[src/rtl/hdlc_rx_frame_ctrl_if.sv]
// rtl/hdlc_rx_frame_ctrl_if.sv - Rx frame controller signal bundle (datapath/software side vs controller side)
interface hdlc_rx_frame_ctrl_if;
  logic       RxEN;
  logic       Rx_FlagDetect;
  logic       Rx_AbortDetect;
  logic       Rx_NewByte;
  logic [7:0] Rx_Data;
  logic       Rx_ReadBuff;
  logic       Rx_Drop;
  logic       Rx_ValidFrame;
  logic       Rx_WrBuff;
  logic       Rx_AbortSignal;
  logic       Rx_Overflow;
  logic       Rx_FrameError;
  logic       Rx_Ready;
  logic [7:0] Rx_FrameSize;
  logic [7:0] Rx_DataBuff;

  modport master (
    output RxEN, Rx_FlagDetect, Rx_AbortDetect, Rx_NewByte, Rx_Data, Rx_ReadBuff, Rx_Drop,
    input  Rx_ValidFrame, Rx_WrBuff, Rx_AbortSignal, Rx_Overflow, Rx_FrameError, Rx_Ready,
           Rx_FrameSize, Rx_DataBuff
  );

  modport slave (
    input  RxEN, Rx_FlagDetect, Rx_AbortDetect, Rx_NewByte, Rx_Data, Rx_ReadBuff, Rx_Drop,
    output Rx_ValidFrame, Rx_WrBuff, Rx_AbortSignal, Rx_Overflow, Rx_FrameError, Rx_Ready,
           Rx_FrameSize, Rx_DataBuff
  );
endinterface

[src/rtl/hdlc_rx_frame_ctrl.sv]
// rtl/hdlc_rx_frame_ctrl.sv - HDLC receive frame FSM and byte buffer
// Define HDLC_RX_FCS_STRIP_EN to hide the two trailing FCS bytes from Rx_FrameSize.
module hdlc_rx_frame_ctrl #(
  parameter int BUF_DEPTH = 128
) (
  input logic                 Clk,
  input logic                 Rst,
  hdlc_rx_frame_ctrl_if.slave rxIf
);
  localparam int AW = $clog2(BUF_DEPTH);
  localparam logic [7:0] DEPTH = 8'(BUF_DEPTH);
`ifdef HDLC_RX_FCS_STRIP_EN
  localparam logic [7:0] FCS_BYTES = 8'd2;
`else
  localparam logic [7:0] FCS_BYTES = 8'd0;
`endif

  typedef enum logic [1:0] {IDLE, FRAME, READY} state_t;

  state_t     state, stateNxt;
  logic [7:0] byteCnt;   // doubles as the write pointer
  logic [7:0] rdPtr;
  logic [7:0] frameSize;
  logic       abortSig, overflow, frameErr;
  logic [7:0] rxBuf [BUF_DEPTH];

  logic openFrame, wrEn, setOverflow, setFrameErr, setAbort, dropBytes, closeFrame, rdAdv;

  always_comb begin
    stateNxt    = state;
    openFrame   = 1'b0;
    wrEn        = 1'b0;
    setOverflow = 1'b0;
    setFrameErr = 1'b0;
    setAbort    = 1'b0;
    dropBytes   = 1'b0;
    closeFrame  = 1'b0;
    rdAdv       = 1'b0;
    case (state)
      IDLE: begin
        if (rxIf.RxEN && rxIf.Rx_FlagDetect) begin
          openFrame = 1'b1;
          stateNxt  = FRAME;
        end
      end
      FRAME: begin
        if (!rxIf.RxEN) begin
          stateNxt = IDLE;
        end else if (rxIf.Rx_AbortDetect) begin
          setAbort = 1'b1;
          stateNxt = IDLE;
        end else if (rxIf.Rx_FlagDetect) begin
          // An empty frame is just a repeated flag; a short one is discarded and the flag reopens.
          if (byteCnt >= 8'd3) begin
            closeFrame = 1'b1;
            stateNxt   = READY;
          end else if (byteCnt != 8'd0) begin
            setFrameErr = 1'b1;
            dropBytes   = 1'b1;
          end
        end else if (rxIf.Rx_NewByte) begin
          if (byteCnt < DEPTH) wrEn = 1'b1;
          else                 setOverflow = 1'b1;
        end
      end
      READY: begin
        if (!rxIf.RxEN || rxIf.Rx_Drop) begin
          stateNxt = IDLE;
        end else if (rxIf.Rx_ReadBuff) begin
          rdAdv = 1'b1;
          if (rdPtr == frameSize - 8'd1) stateNxt = IDLE;
        end
      end
      default: stateNxt = IDLE;
    endcase
  end

  always_ff @(posedge Clk or negedge Rst) begin
    if (!Rst) begin
      state     <= IDLE;
      byteCnt   <= 8'd0;
      rdPtr     <= 8'd0;
      frameSize <= 8'd0;
      abortSig  <= 1'b0;
      overflow  <= 1'b0;
      frameErr  <= 1'b0;
    end else begin
      state <= stateNxt;
      if (openFrame) begin
        byteCnt  <= 8'd0;
        abortSig <= 1'b0;
        overflow <= 1'b0;
        frameErr <= 1'b0;
      end
      if (wrEn)        byteCnt  <= byteCnt + 8'd1;
      if (dropBytes)   byteCnt  <= 8'd0;
      if (setOverflow) overflow <= 1'b1;
      if (setFrameErr) frameErr <= 1'b1;
      if (setAbort)    abortSig <= 1'b1;
      if (closeFrame) begin
        frameSize <= byteCnt - FCS_BYTES;
        rdPtr     <= 8'd0;
      end
      if (rdAdv) rdPtr <= rdPtr + 8'd1;
    end
  end

  always_ff @(posedge Clk) begin
    if (wrEn) rxBuf[byteCnt[AW-1:0]] <= rxIf.Rx_Data;
  end

  assign rxIf.Rx_ValidFrame  = (state == FRAME);
  assign rxIf.Rx_Ready       = (state == READY);
  assign rxIf.Rx_WrBuff      = wrEn;
  assign rxIf.Rx_AbortSignal = abortSig;
  assign rxIf.Rx_Overflow    = overflow;
  assign rxIf.Rx_FrameError  = frameErr;
  assign rxIf.Rx_FrameSize   = frameSize;
  assign rxIf.Rx_DataBuff    = (state == READY) ? rxBuf[rdPtr[AW-1:0]] : 8'h00;
endmodule

[src/flat_wrapper.sv]
// flat-port wrapper written by rule: the top's interface ports become plain ports
module hdlc_rx_frame_ctrl_flat 
#(
  parameter int BUF_DEPTH = 128
)
  (Clk, Rst, rxIf_RxEN, rxIf_Rx_FlagDetect, rxIf_Rx_AbortDetect, rxIf_Rx_NewByte, rxIf_Rx_Data, rxIf_Rx_ReadBuff, rxIf_Rx_Drop, rxIf_Rx_ValidFrame, rxIf_Rx_WrBuff, rxIf_Rx_AbortSignal, rxIf_Rx_Overflow, rxIf_Rx_FrameError, rxIf_Rx_Ready, rxIf_Rx_FrameSize, rxIf_Rx_DataBuff);
  hdlc_rx_frame_ctrl_if rxIf_i ();
  input logic Clk;
  input logic Rst;
  input wire logic [$bits(rxIf_i.RxEN)-1:0] rxIf_RxEN;
  input wire logic [$bits(rxIf_i.Rx_FlagDetect)-1:0] rxIf_Rx_FlagDetect;
  input wire logic [$bits(rxIf_i.Rx_AbortDetect)-1:0] rxIf_Rx_AbortDetect;
  input wire logic [$bits(rxIf_i.Rx_NewByte)-1:0] rxIf_Rx_NewByte;
  input wire logic [$bits(rxIf_i.Rx_Data)-1:0] rxIf_Rx_Data;
  input wire logic [$bits(rxIf_i.Rx_ReadBuff)-1:0] rxIf_Rx_ReadBuff;
  input wire logic [$bits(rxIf_i.Rx_Drop)-1:0] rxIf_Rx_Drop;
  output wire logic [$bits(rxIf_i.Rx_ValidFrame)-1:0] rxIf_Rx_ValidFrame;
  output wire logic [$bits(rxIf_i.Rx_WrBuff)-1:0] rxIf_Rx_WrBuff;
  output wire logic [$bits(rxIf_i.Rx_AbortSignal)-1:0] rxIf_Rx_AbortSignal;
  output wire logic [$bits(rxIf_i.Rx_Overflow)-1:0] rxIf_Rx_Overflow;
  output wire logic [$bits(rxIf_i.Rx_FrameError)-1:0] rxIf_Rx_FrameError;
  output wire logic [$bits(rxIf_i.Rx_Ready)-1:0] rxIf_Rx_Ready;
  output wire logic [$bits(rxIf_i.Rx_FrameSize)-1:0] rxIf_Rx_FrameSize;
  output wire logic [$bits(rxIf_i.Rx_DataBuff)-1:0] rxIf_Rx_DataBuff;
  assign rxIf_i.RxEN = rxIf_RxEN;
  assign rxIf_i.Rx_FlagDetect = rxIf_Rx_FlagDetect;
  assign rxIf_i.Rx_AbortDetect = rxIf_Rx_AbortDetect;
  assign rxIf_i.Rx_NewByte = rxIf_Rx_NewByte;
  assign rxIf_i.Rx_Data = rxIf_Rx_Data;
  assign rxIf_i.Rx_ReadBuff = rxIf_Rx_ReadBuff;
  assign rxIf_i.Rx_Drop = rxIf_Rx_Drop;
  assign rxIf_Rx_ValidFrame = rxIf_i.Rx_ValidFrame;
  assign rxIf_Rx_WrBuff = rxIf_i.Rx_WrBuff;
  assign rxIf_Rx_AbortSignal = rxIf_i.Rx_AbortSignal;
  assign rxIf_Rx_Overflow = rxIf_i.Rx_Overflow;
  assign rxIf_Rx_FrameError = rxIf_i.Rx_FrameError;
  assign rxIf_Rx_Ready = rxIf_i.Rx_Ready;
  assign rxIf_Rx_FrameSize = rxIf_i.Rx_FrameSize;
  assign rxIf_Rx_DataBuff = rxIf_i.Rx_DataBuff;
  hdlc_rx_frame_ctrl #(.BUF_DEPTH(BUF_DEPTH)) u_core (.Clk(Clk), .Rst(Rst), .rxIf(rxIf_i));
endmodule
[config.mk]
export PLATFORM = sky130hd
export DESIGN_NAME = hdlc_rx_frame_ctrl_flat
export DESIGN_NICKNAME = d
export VERILOG_FILES = /design/src/rtl/hdlc_rx_frame_ctrl_if.sv /design/src/rtl/hdlc_rx_frame_ctrl.sv /design/src/flat_wrapper.sv
export SDC_FILE = /design/constraint.sdc
export NUM_CORES = 1
export LEC_CHECK = 0
export ABC_AREA = 0
export CAP_MARGIN = 20
export CORE_MARGIN = 2
export CORE_UTILIZATION = 40
export DETAILED_ROUTE_END_ITERATION = 16
export GPL_ROUTABILITY_DRIVEN = 0
export HOLD_SLACK_MARGIN = 0.1
export PLACE_DENSITY = 0.65
export SLEW_MARGIN = 20
export SYNTH_ARGS = -nofsm -noshare
export SYNTH_HDL_FRONTEND = slang
export SYNTH_SLANG_ARGS = --single-unit
[constraint.sdc]
create_clock -name Clk -period 2.2 [get_ports Clk]
set_input_delay 0.22 -clock Clk [delete_from_list [all_inputs] [get_ports Clk]]
set_output_delay 0.22 -clock Clk [all_outputs]
set_load 0.005 [all_outputs]
==> out/results.ini, run 1 <==
[power]
ir_drop_v=0.0007654
p_per_area_nw_per_um2=787.8
p_leak_uw=0.01676

[clocking]
cts_buffers=105
ctsHtreeMaxLevel=3
cts_root_buf=clkbuf_16
cts_tree=built
cts.sinks=1053
clkSlewWorstSetupHoldPaths_ns=0.06
clkLatencyLatePin_ns=0.69
cts_buffer_depth=3

[route]
drc=0
vias=22830
viasPerCell=5.776
drt-initial-drc-count=3066
drtPass1Iterations=5
routedWlPerCell_um=28.22
wl_mm=111.5
ant_nets=0

[global_routing]
grt-ovfl-total=0
antenna_found_initial=3
grt_pass1_wl_mm=158.0
grt_use_total_pct=20.27
grt_max_degree=129
grt_pass1_vias=22810

[setup_path]
required_ns=1.98
r2r_slack_ns=-0.09
end_kind=primary output
arrival_ns=3.33
worst-setup-path-type=reg -> out
cp_max_fo=14
critPathLaunchType=register

[floorplan]
chipWidth_um=325.5
initial_core_util_pct=40.47
fp.coreArea_um2=102200
die_area_um2=106000
num_rows=117
pin_count=38
die-height_um=325.5

[sta]
post-route-min-period_ns=3.546
setup-violations-final=559
rsz0062_at_grt=true
period_share_pct=161.2
finalClockSkew_ns=0.03726
timing.hold.ws_ns=0.1173
drv_slew=0
finalHoldViolCount=0
fin_ws_ns=-1.346
worst_pin_slew_ns=0.8029
fmax_mhz=282.0
relSlewSlack_pct=46.18

[yosys]
synth_seq_cells=1053
ys_warn_count=0
synthTopCellsByArea=edfxtp_1 74%, mux4_2 13%, dfrtp_1 1.8%, nand3_1 1.5%, nor2_1 1.4%
syn_avg_cell_area_um2=20.03
syn-instance-count=2065
synth_top_area_share_pct=74.35
synthesis.nets=2085
synth_edf_count=1024
ys_types=59
yosysMostFrequentCell=edfxtp_1
yosysSeqAreaShare_pct=76.11
synthTopCellsByCount=1024 x edfxtp_1, 247 x mux4_2, 154 x nor2_1
netlist_area_um2=41360
ys.flop_type=edfxtp_1
yosys.area.top_type=edfxtp_1
synthArstFlopShare_pct=2.754

[placed_design]
dp_hpwl_mm=68.98
portBuffers=37

[final_layout]
multi_input_area_um2=10800
drive_above_1_share_pct=41.23
n_fill_cell=7930
area_growth_pct=27.87
nets=2517
regArea_um2=31480
fin_util_pct=51.75

[status]
failed_checks=setup timing
status=finished with violations

[worst_hold_path]
hold_path.class=in -> reg

[job]
maxCapViolations=0

-- final timing paths --
check                                       startpoint                       endpoint  cells past startpoint
setup / recovery           u_core.rdPtr[1]$_DFFE_PN0P_            rxIf_Rx_DataBuff[0]                      9
hold / removal                         rxIf_Rx_Data[1]  u_core.rxBuf[60][1]$_DFFE_PP_                      1
setup reg to reg           u_core.state[1]$_DFFE_PN0P_  u_core.rxBuf[19][5]$_DFFE_PP_                      8
hold reg to reg            u_core.rdPtr[7]$_DFFE_PN0P_    u_core.rdPtr[7]$_DFFE_PN0P_                      1
max in group asynchronous                          Rst    u_core.rdPtr[1]$_DFFE_PN0P_                      2
min in group asynchronous                          Rst    u_core.rdPtr[6]$_DFFE_PN0P_                      2
-- cell type report --
class / count / area share, %
diodes: 1 / 0.004732
clock buffers: 131 / 5.293
inverters: 10 / 0.07571
repair buffers: 439 / 9.918
multi-input cells: 888 / 20.43
well taps: 1368 / 3.237
flip-flops and latches: 1053 / 59.53
clock inverters: 62 / 1.509
-- metrics by stage --
stage / instance area [um^2] / TNS [ns] / instances / worst slack, ns / total power, uW
CTS: 51890 / -10.03 / 3927 / -1.290 / 41860
floorplan: 41810 / -32.58 / 2065 / -0.09009 / 22720
global placement: 46740 / -260.64 / 3677 / -1.403 / 23320
detailed placement: 46740 / -327.76 / 3677 / -1.410 / 23360
global route: 52880 / -72.84 / 3951 / -1.379 / 42740
finish: 52880 / -26.47 / 3952 / -1.346 / 41660
-- cell usage in the layout (no fill, tap or decap), types with 8 or more instances in the layout --
cell type        Yosys  routed
nand3_4              0      12
buf_6               15      58
bufinv_16            0      18
nor2_4               0     102
clkbuf_16            0     116
clkinv_2             0      17
nand3_1            127      92
xnor2_1              8       8
nand3_2              1      24
a22oi_1             48      21
buf_16               0      11
mux2i_1             21      21
clkbuf_1            40      22
and3_1              24      16
dfrtp_1             29      27
o21ai_0             19      18
edfxtp_1          1024    1024
nor2_2               0      15
nor2b_1             21      16
clkdlybuf4s50_1      0      13
clkinv_1             0      20
a21oi_1              8       8
a22oi_2              0      27
buf_2               41       9
mux4_2             247     247
nand4_1             23      23
buf_4               10     221
nand2_1             59      52
nor2_1             154      37
buf_12               0      98
a31oi_1             25      16
inv_1               10       9
-- kinds of logic after synthesis --
group           count (synthesis)  share of synthesized area (%)
mux                           273                          14.10
compound gates                123                          2.051
xor+xnor                       15                         0.3177
buf+inv                       124                          1.613
fa+ha+maj                       4                         0.1210
flops                        1053                          76.11
simple gates                  473                          5.697
-- worst max-delay path, cell delays in order, from the launching register on --
cell and delay, ns:
dfrtp_4 0.48, buf_6 0.18, buf_12 0.19, buf_12 0.17, mux4_2 0.35, a22oi_2 0.30, nand3_4 0.16, nor4_4 0.43
a31oi_2 0.20, buf_2 0.17
-- per-layer routing --
layer	global-route usage (%)	wire length [um]
met1	29.28	46050
met2	31.83	52770
met3	3.690	9786
met4	5.560	2869
met5	0	30
-- state kept, by name (all words and copies together) (netlist names) --
| register | cells |
|---|---|
| u_core.byteCnt | 8 |
| u_core.rdPtr | 8 |
| u_core.state | 2 |
| u_core.rxIf.Rx_FrameError | 1 |
| u_core.rxIf.Rx_FrameSize | 8 |
| u_core.rxBuf | 1024 |
| u_core.rxIf.Rx_Overflow | 1 |
| u_core.rxIf.Rx_AbortSignal | 1 |
-- power by group --
| part | switching [uW] | total (uW) | internal (uW) |
|---|---|---|---|
| Combinational | 686 | 1060 | 376 |
| Sequential | 9.55 | 22000 | 22000 |
| Clock | 7470 | 18600 | 11100 |
| Total | 8160 | 41700 | 33500 |
-- repair_timing --
item | CTS | global route
hold endpoints to repair | 245 | 0
pin swaps | 73 | 113
cloned | 12 | 8
endpoints found under the setup margin | 767 | 488
resized for setup | 213 | 175
setup buffers | 45 | 21
hold buffers | 7 | 0
No activity file was read; power rests on OpenSTA's default activity.
==> inputs of run 2 (changes only) <==
--- a/config.mk
+++ b/config.mk
@@ -12,8 +12,9 @@
 export DETAILED_ROUTE_END_ITERATION = 16
 export GPL_ROUTABILITY_DRIVEN = 0
 export HOLD_SLACK_MARGIN = 0.1
-export PLACE_DENSITY = 0.65
+export PLACE_DENSITY = 0.63
 export SLEW_MARGIN = 20
 export SYNTH_ARGS = -nofsm -noshare
 export SYNTH_HDL_FRONTEND = slang
 export SYNTH_SLANG_ARGS = --single-unit
+export TNS_END_PERCENT = 30
==> constraint.sdc (replaced) <==
create_clock -name Clk -period 4.3 [get_ports Clk]
set_input_delay 0.43 -clock Clk [delete_from_list [all_inputs] [get_ports Clk]]
set_output_delay 0.43 -clock Clk [all_outputs]
set_load 0.005 [all_outputs]
==> out/results.ini, run 2 (synthesis gave the netlist of run 1 again) <==
[route]
routedWlPerCell_um=27.59  ; was 28.22 um
drt-initial-drc-count=2482  ; was 3066
ant_nets=0  ; unchanged
vias=21190  ; was 22830
drc=0  ; unchanged
drtPass1Iterations=7  ; was 5
viasPerCell=5.790  ; was 5.776
wl_mm=101.0  ; was 111.5 mm

[floorplan]
die_area_um2=106000  ; unchanged
initial_core_util_pct=40.47  ; unchanged
die-height_um=325.5  ; unchanged
num_rows=117  ; unchanged
chipWidth_um=325.5  ; unchanged
pin_count=38  ; unchanged
fp.coreArea_um2=102200  ; unchanged

[setup_path]
required_ns=3.87  ; was 1.98 ns
cp_max_fo=10  ; was 14
end_kind=primary output  ; unchanged
cp_num_buf_inv=3  ; was 4
crit_family=simple AND/OR/NAND/NOR gates  ; was buffers and inverters
cpPeakStageDelay_ns=0.53  ; was 0.48 ns
critPathLaunchType=register  ; unchanged
worst-setup-path-type=reg -> out  ; unchanged
arrival_ns=3.93  ; was 3.33 ns
cp_slowest_cell=clkdlybuf4s50_1  ; was dfrtp_4
cp_cell_sequence=buf_12, buf_4, mux4_2, nand3_1, nand4_1, nor4_4, a31oi_1, clkdlybuf4s50_1  ; was buf_6, buf_12, buf_12, mux4_2, a22oi_2, nand3_4, nor4_4, a31oi_2, buf_2

[sta]
period_share_pct=101.4
setup-violations-final=1  ; was 559
rsz0062_at_grt=true  ; unchanged
fmax_mhz=229.3
relSlewSlack_pct=30.78  ; was 46.18%
finalClockSkew_ns=0.03754  ; was 0.03726 ns
drv_slew=0  ; unchanged
worst_pin_slew_ns=1.038  ; was 0.8029 ns
timing.hold.ws_ns=0.1360  ; was 0.1173 ns
post-route-min-period_ns=4.360
finalHoldViolCount=0  ; unchanged
fin_ws_ns=-0.06042  ; was -1.346 ns

[final_layout]
fin_cells=3660  ; was 3952
largest_reg_flops=1024  ; unchanged
drive_above_1_share_pct=24.27  ; was 41.23%
nets=2223  ; was 2517
area_growth_pct=14.65  ; was 27.87%
layout_common_cells=1024 x edfxtp_1, 247 x mux4_2, 153 x nor2_1  ; was 1024 x edfxtp_1, 247 x mux4_2, 221 x buf_4
layout_commonest_cell=edfxtp_1  ; unchanged

[power]
p_per_area_nw_per_um2=431.0  ; was 787.8 nW/um^2
ir_drop_v=0.0003100  ; was 0.0007654 V
p_leak_uw=0.01432  ; was 0.01676 uW

[clocking]
cts_root_buf=clkbuf_16  ; unchanged
cts_tree=built  ; unchanged
clkSlewWorstSetupHoldPaths_ns=0.07  ; was 0.06 ns
cts_buffers=105  ; unchanged
cts_buffer_depth=3  ; unchanged
ctsHtreeMaxLevel=3  ; unchanged
clkLatencyLatePin_ns=0.69  ; about the same
cts.sinks=1053  ; unchanged

[status]
failed_checks=setup timing  ; unchanged
status=finished with violations  ; unchanged

[global_routing]
grt_use_total_pct=18.91  ; was 20.27%
antenna_found_initial=2  ; was 3
grt_pass1_wl_mm=148.3  ; was 158.0 mm
grt_pass1_vias=21160  ; was 22810
grt-ovfl-total=0  ; unchanged
grt_max_degree=98  ; was 129

[placed_design]
dp_hpwl_mm=63.12  ; was 68.98 mm
portBuffers=37  ; unchanged
dp.cells=3456  ; was 3677

[job]
maxCapViolations=0  ; unchanged

[worst_hold_path]
hold_path.class=in -> async  ; was in -> reg

-- run 2: changes by cell type in the layout (fill, tap and decap cells not counted), sizes merged --
cell / change
buf: -290
bufinv: -11
clkbuf: -10
clkdlybuf4s50: +16
clkinv: +15
clkinvlp: +2
dlygate4sd2: -2
dlygate4sd3: -7
dlymetal6s2s: -4
inv: -1
-- run 2: layer usage --
layer	track usage (%)	share of wire, %
met1	27.67	43
met2	29.30	47
met3	3.361	7.9
met4	5.249	2.4
met5	0	0.0079
-- run 2: stage by stage --
step	power (uW)	setup WS [ns]	instance area, um^2	setup TNS, ns	utilization, %
after floorplan	11620	1.857	41360	0	-
after global placement	11870	0.1702	43700	0	42.77
after detailed placement	11890	0.1988	43700	0	42.77
after CTS	20560	-0.01636	47310	-0.02549	46.30
after global routing	21000	-0.1229	47420	-0.2837	46.40
final	20440	-0.06042	47420	-0.06042	46.41
-- run 2: final cells by class --
type / count / area (um^2)
fillers: 8510 / 54760
flip-flops and latches: 1053 / 31490
multi-input cells: 888 / 9435
clock buffers: 128 / 2735
well taps: 1368 / 1712
repair buffers: 145 / 1464
clock inverters: 67 / 544.3
inverters: 10 / 37.54
diodes: 1 / 2.502
-- run 2: repair_timing --
action,in CTS,in global routing
cloned,2,1
hold buffers,0,0
gates resized for setup,36,9
buffers inserted,4,0
endpoints found under the setup margin,8,8
pin swaps,2,1
-- run 2: worst paths after layout --
path / from / endpoint / slack [ns] / cells after the start
min in group Clk: rxIf_Rx_Data[1] / u_core.rxBuf[20][1]$_DFFE_PP_ / 0.22 / 1
max in group asynchronous: Rst / u_core.rdPtr[1]$_DFFE_PN0P_ / 3.83 / 2
worst max register to register: u_core.state[1]$_DFFE_PN0P_ / u_core.rxBuf[22][4]$_DFFE_PP_ / 1.05 / 7
worst min register to register: u_core.rxIf.Rx_Overflow$_DFFE_PN0P_ / u_core.rxIf.Rx_Overflow$_DFFE_PN0P_ / 0.50 / 2
worst max-delay path: u_core.rdPtr[0]$_DFFE_PN0P_ / rxIf_Rx_DataBuff[5] / -0.06 / 8
worst min-delay path: Rst / u_core.byteCnt[4]$_DFFE_PN0P_ / 0.14 / 2
-- run 2: power by group --
| group | internal, uW | total, uW | switching [uW] | leakage, uW |
|---|---|---|---|---|
| sequential | 11300 | 11300 | 12.4 | 0.00959 |
| clock | 4940 | 8750 | 3800 | 0.00160 |
| combinational | 116 | 420 | 303 | 0.00313 |
==> inputs of run 3 (changes only) <==
==> constraint.sdc (replaced) <==
create_clock -name Clk -period 4.7 [get_ports Clk]
set_input_delay 0.47 -clock Clk [delete_from_list [all_inputs] [get_ports Clk]]
set_output_delay 0.47 -clock Clk [all_outputs]
set_load 0.005 [all_outputs]
==> out/results.ini, run 3 (synthesis gave the netlist of run 1 again) <==
[route]
route.top_layer_used=met4  ; was met5
routedWlPerCell_um=27.18  ; was 27.59 um
m1WireLength_mm=41.04  ; was 42.94 mm
drc=0  ; unchanged
viasPerCell=5.768  ; was 5.790
wl_mm=99.33  ; was 101.0 mm
vias=21080  ; was 21190
wl_met3_mm=8.295  ; was 7.963 mm
wl_met2_mm=48.24  ; was 47.68 mm
drtPass1Iterations=5  ; was 7
drt-initial-drc-count=2501  ; was 2482
ant_nets=0  ; unchanged

[final_layout]
largest_reg_flops=1024  ; unchanged
n_antenna_cell=0  ; was 1
nets=2220  ; was 2223
layout_common_cells=1024 x edfxtp_1, 247 x mux4_2, 152 x nor2_1  ; was 1024 x edfxtp_1, 247 x mux4_2, 153 x nor2_1
area_growth_pct=14.47  ; was 14.65%
fin_util_pct=46.33  ; was 46.41%
layout_commonest_cell=edfxtp_1  ; unchanged
fin_cells=3654  ; was 3660
n_fill_cell=8473  ; was 8510
drive_above_1_share_pct=24.28  ; was 24.27%

[global_routing]
grt_pass1_vias=21080  ; was 21160
grt_use_total_pct=18.59  ; was 18.91%
grt_pass1_wl_mm=145.7  ; was 148.3 mm
antenna_found_initial=1  ; was 2
grt-ovfl-total=0  ; unchanged
grt_max_degree=94  ; was 98

[setup_path]
arrival_ns=4.19  ; was 3.93 ns
end_kind=primary output  ; unchanged
worstReg2RegEnd=u_core.rxBuf[108][4]$_DFFE_PP_  ; was u_core.rxBuf[22][4]$_DFFE_PP_
cp_num_buf_inv=2  ; was 3
worstRegToRegCells=6  ; was 7
cpPeakStageDelay_ns=0.70  ; was 0.53 ns
r2r_slack_ns=1.17  ; was 1.05 ns
worst-setup-path-type=reg -> out  ; unchanged
critPathLaunchType=register  ; unchanged
crit_family=simple AND/OR/NAND/NOR gates  ; unchanged
r2r-start=u_core.state[1]$_DFFE_PN0P_  ; unchanged
required_ns=4.23  ; was 3.87 ns
cp_max_fo=48  ; was 10
cp_cell_sequence=buf_12, mux4_2, nand3_1, nand4_1, nor4_2, a31oi_1, clkdlybuf4s50_1  ; was buf_12, buf_4, mux4_2, nand3_1, nand4_1, nor4_4, a31oi_1, clkdlybuf4s50_1
cp_slowest_cell=dfrtp_4  ; was clkdlybuf4s50_1

[sta]
finalClockSkew_ns=0.02710  ; was 0.03754 ns
rsz0062_at_grt=false  ; was true
timing.hold.ws_ns=0.2053  ; was 0.1360 ns
fmax_mhz=214.5
period_share_pct=99.17
drv_slew=0  ; unchanged
setup-violations-final=0  ; was 1
worst_pin_slew_ns=1.124  ; was 1.038 ns
relSlewSlack_pct=25.07  ; was 30.78%
post-route-min-period_ns=4.661
final.setup.tns_ns=0  ; was -0.06042 ns
finalHoldViolCount=0  ; unchanged

[power]
p_leak_uw=0.01435  ; was 0.01432 uW
p_total_uw=19100  ; was 20440 uW
ir_drop_v=0.0003050  ; was 0.0003100 V
p_per_area_nw_per_um2=403.5  ; was 431.0 nW/um^2

[worst_hold_path]
hold_path.class=in -> async  ; unchanged

[clocking]
cts_root_buf=clkbuf_16  ; unchanged
clkSlewWorstSetupHoldPaths_ns=0.06  ; was 0.07 ns
cts_tree=built  ; unchanged
cts_buffers=102  ; was 105
ctsHtreeMaxLevel=3  ; unchanged
cts.sinks=1053  ; unchanged
cts_buffer_depth=3  ; unchanged
cts_hold_buf=0  ; unchanged
clkLatencyLatePin_ns=0.68  ; was 0.69 ns

[placed_design]
dp_hpwl_mm=62.38  ; was 63.12 mm
dp.cells=3463  ; was 3456
portBuffers=37  ; unchanged

[floorplan]
initial_core_util_pct=40.47  ; unchanged
pin_count=38  ; unchanged
num_rows=117  ; unchanged
chipWidth_um=325.5  ; unchanged
fp.coreArea_um2=102200  ; unchanged
die_area_um2=106000  ; unchanged
die-height_um=325.5  ; unchanged

[status]
status=finished clean  ; was finished with violations

[job]
maxCapViolations=0  ; unchanged

## run 3: what timing repair did
item | in CTS | in global routing
setup buffers | 1 | 0
endpoints found under the setup margin | 8 | 5
resized for setup | 13 | 5
## run 3: routing by layer
layer  GRT usage (%)  up-vias
li1                -     8818
met1           26.39    11150
met2           29.86      999
met3           3.623      114
met4           4.338        0
met5               0        -
## run 3: report_power, final
part           total [uW]  switching, uW  internal, uW  leakage [uW]
logic                 364            268          96.3       0.00306
registers           10300           11.8         10300       0.00959
clock network        8430           3440          4990       0.00170
## run 3: worst max path at each step
| stage | cells after the start | startpoint | end | slack [ns] |
|---|---|---|---|---|
| 6_report | 7 | u_core.rdPtr[0]$_DFFE_PN0P_ | rxIf_Rx_DataBuff[2] | 0.04 |
| 5_1_grt | 7 | u_core.rdPtr[0]$_DFFE_PN0P_ | rxIf_Rx_DataBuff[2] | 0.009 |
| 4_1_cts | 8 | u_core.rdPtr[3]$_DFFE_PN0P_ | rxIf_Rx_DataBuff[6] | -0.01 |
| 3_5_place_dp | 7 | u_core.rdPtr[0]$_DFFE_PN0P_ | rxIf_Rx_DataBuff[1] | 0.29 |
| 3_3_place_gp | 7 | u_core.rdPtr[0]$_DFFE_PN0P_ | rxIf_Rx_DataBuff[5] | 0.22 |
| 2_1_floorplan | 8 | rxIf_Rx_AbortDetect | u_core.rxBuf[127][0]$_DFFE_PP_ | 2.22 |
## run 3: layout make-up
type	instances	area (um^2)	share of cell area, %
Sequential cell	1053	31480	66.50
Multi-Input combinational cell	888	9336	19.72
Clock buffer	127	2759	5.827
Tap cell	1368	1712	3.615
Timing Repair Buffer	145	1299	2.743
Clock inverter	63	711.9	1.504
Inverter	10	41.29	0.08721
## run 3: metrics by stage
| step | worst slack, ns | instance area, um^2 |
|---|---|---|
| floorplan | 2.217 | 41360 |
| global placement | 0.2198 | 43740 |
| detailed placement | 0.2943 | 43750 |
| CTS | -0.01495 | 47310 |
| global route | 0.008843 | 47340 |
| finish | 0.03893 | 47340 |
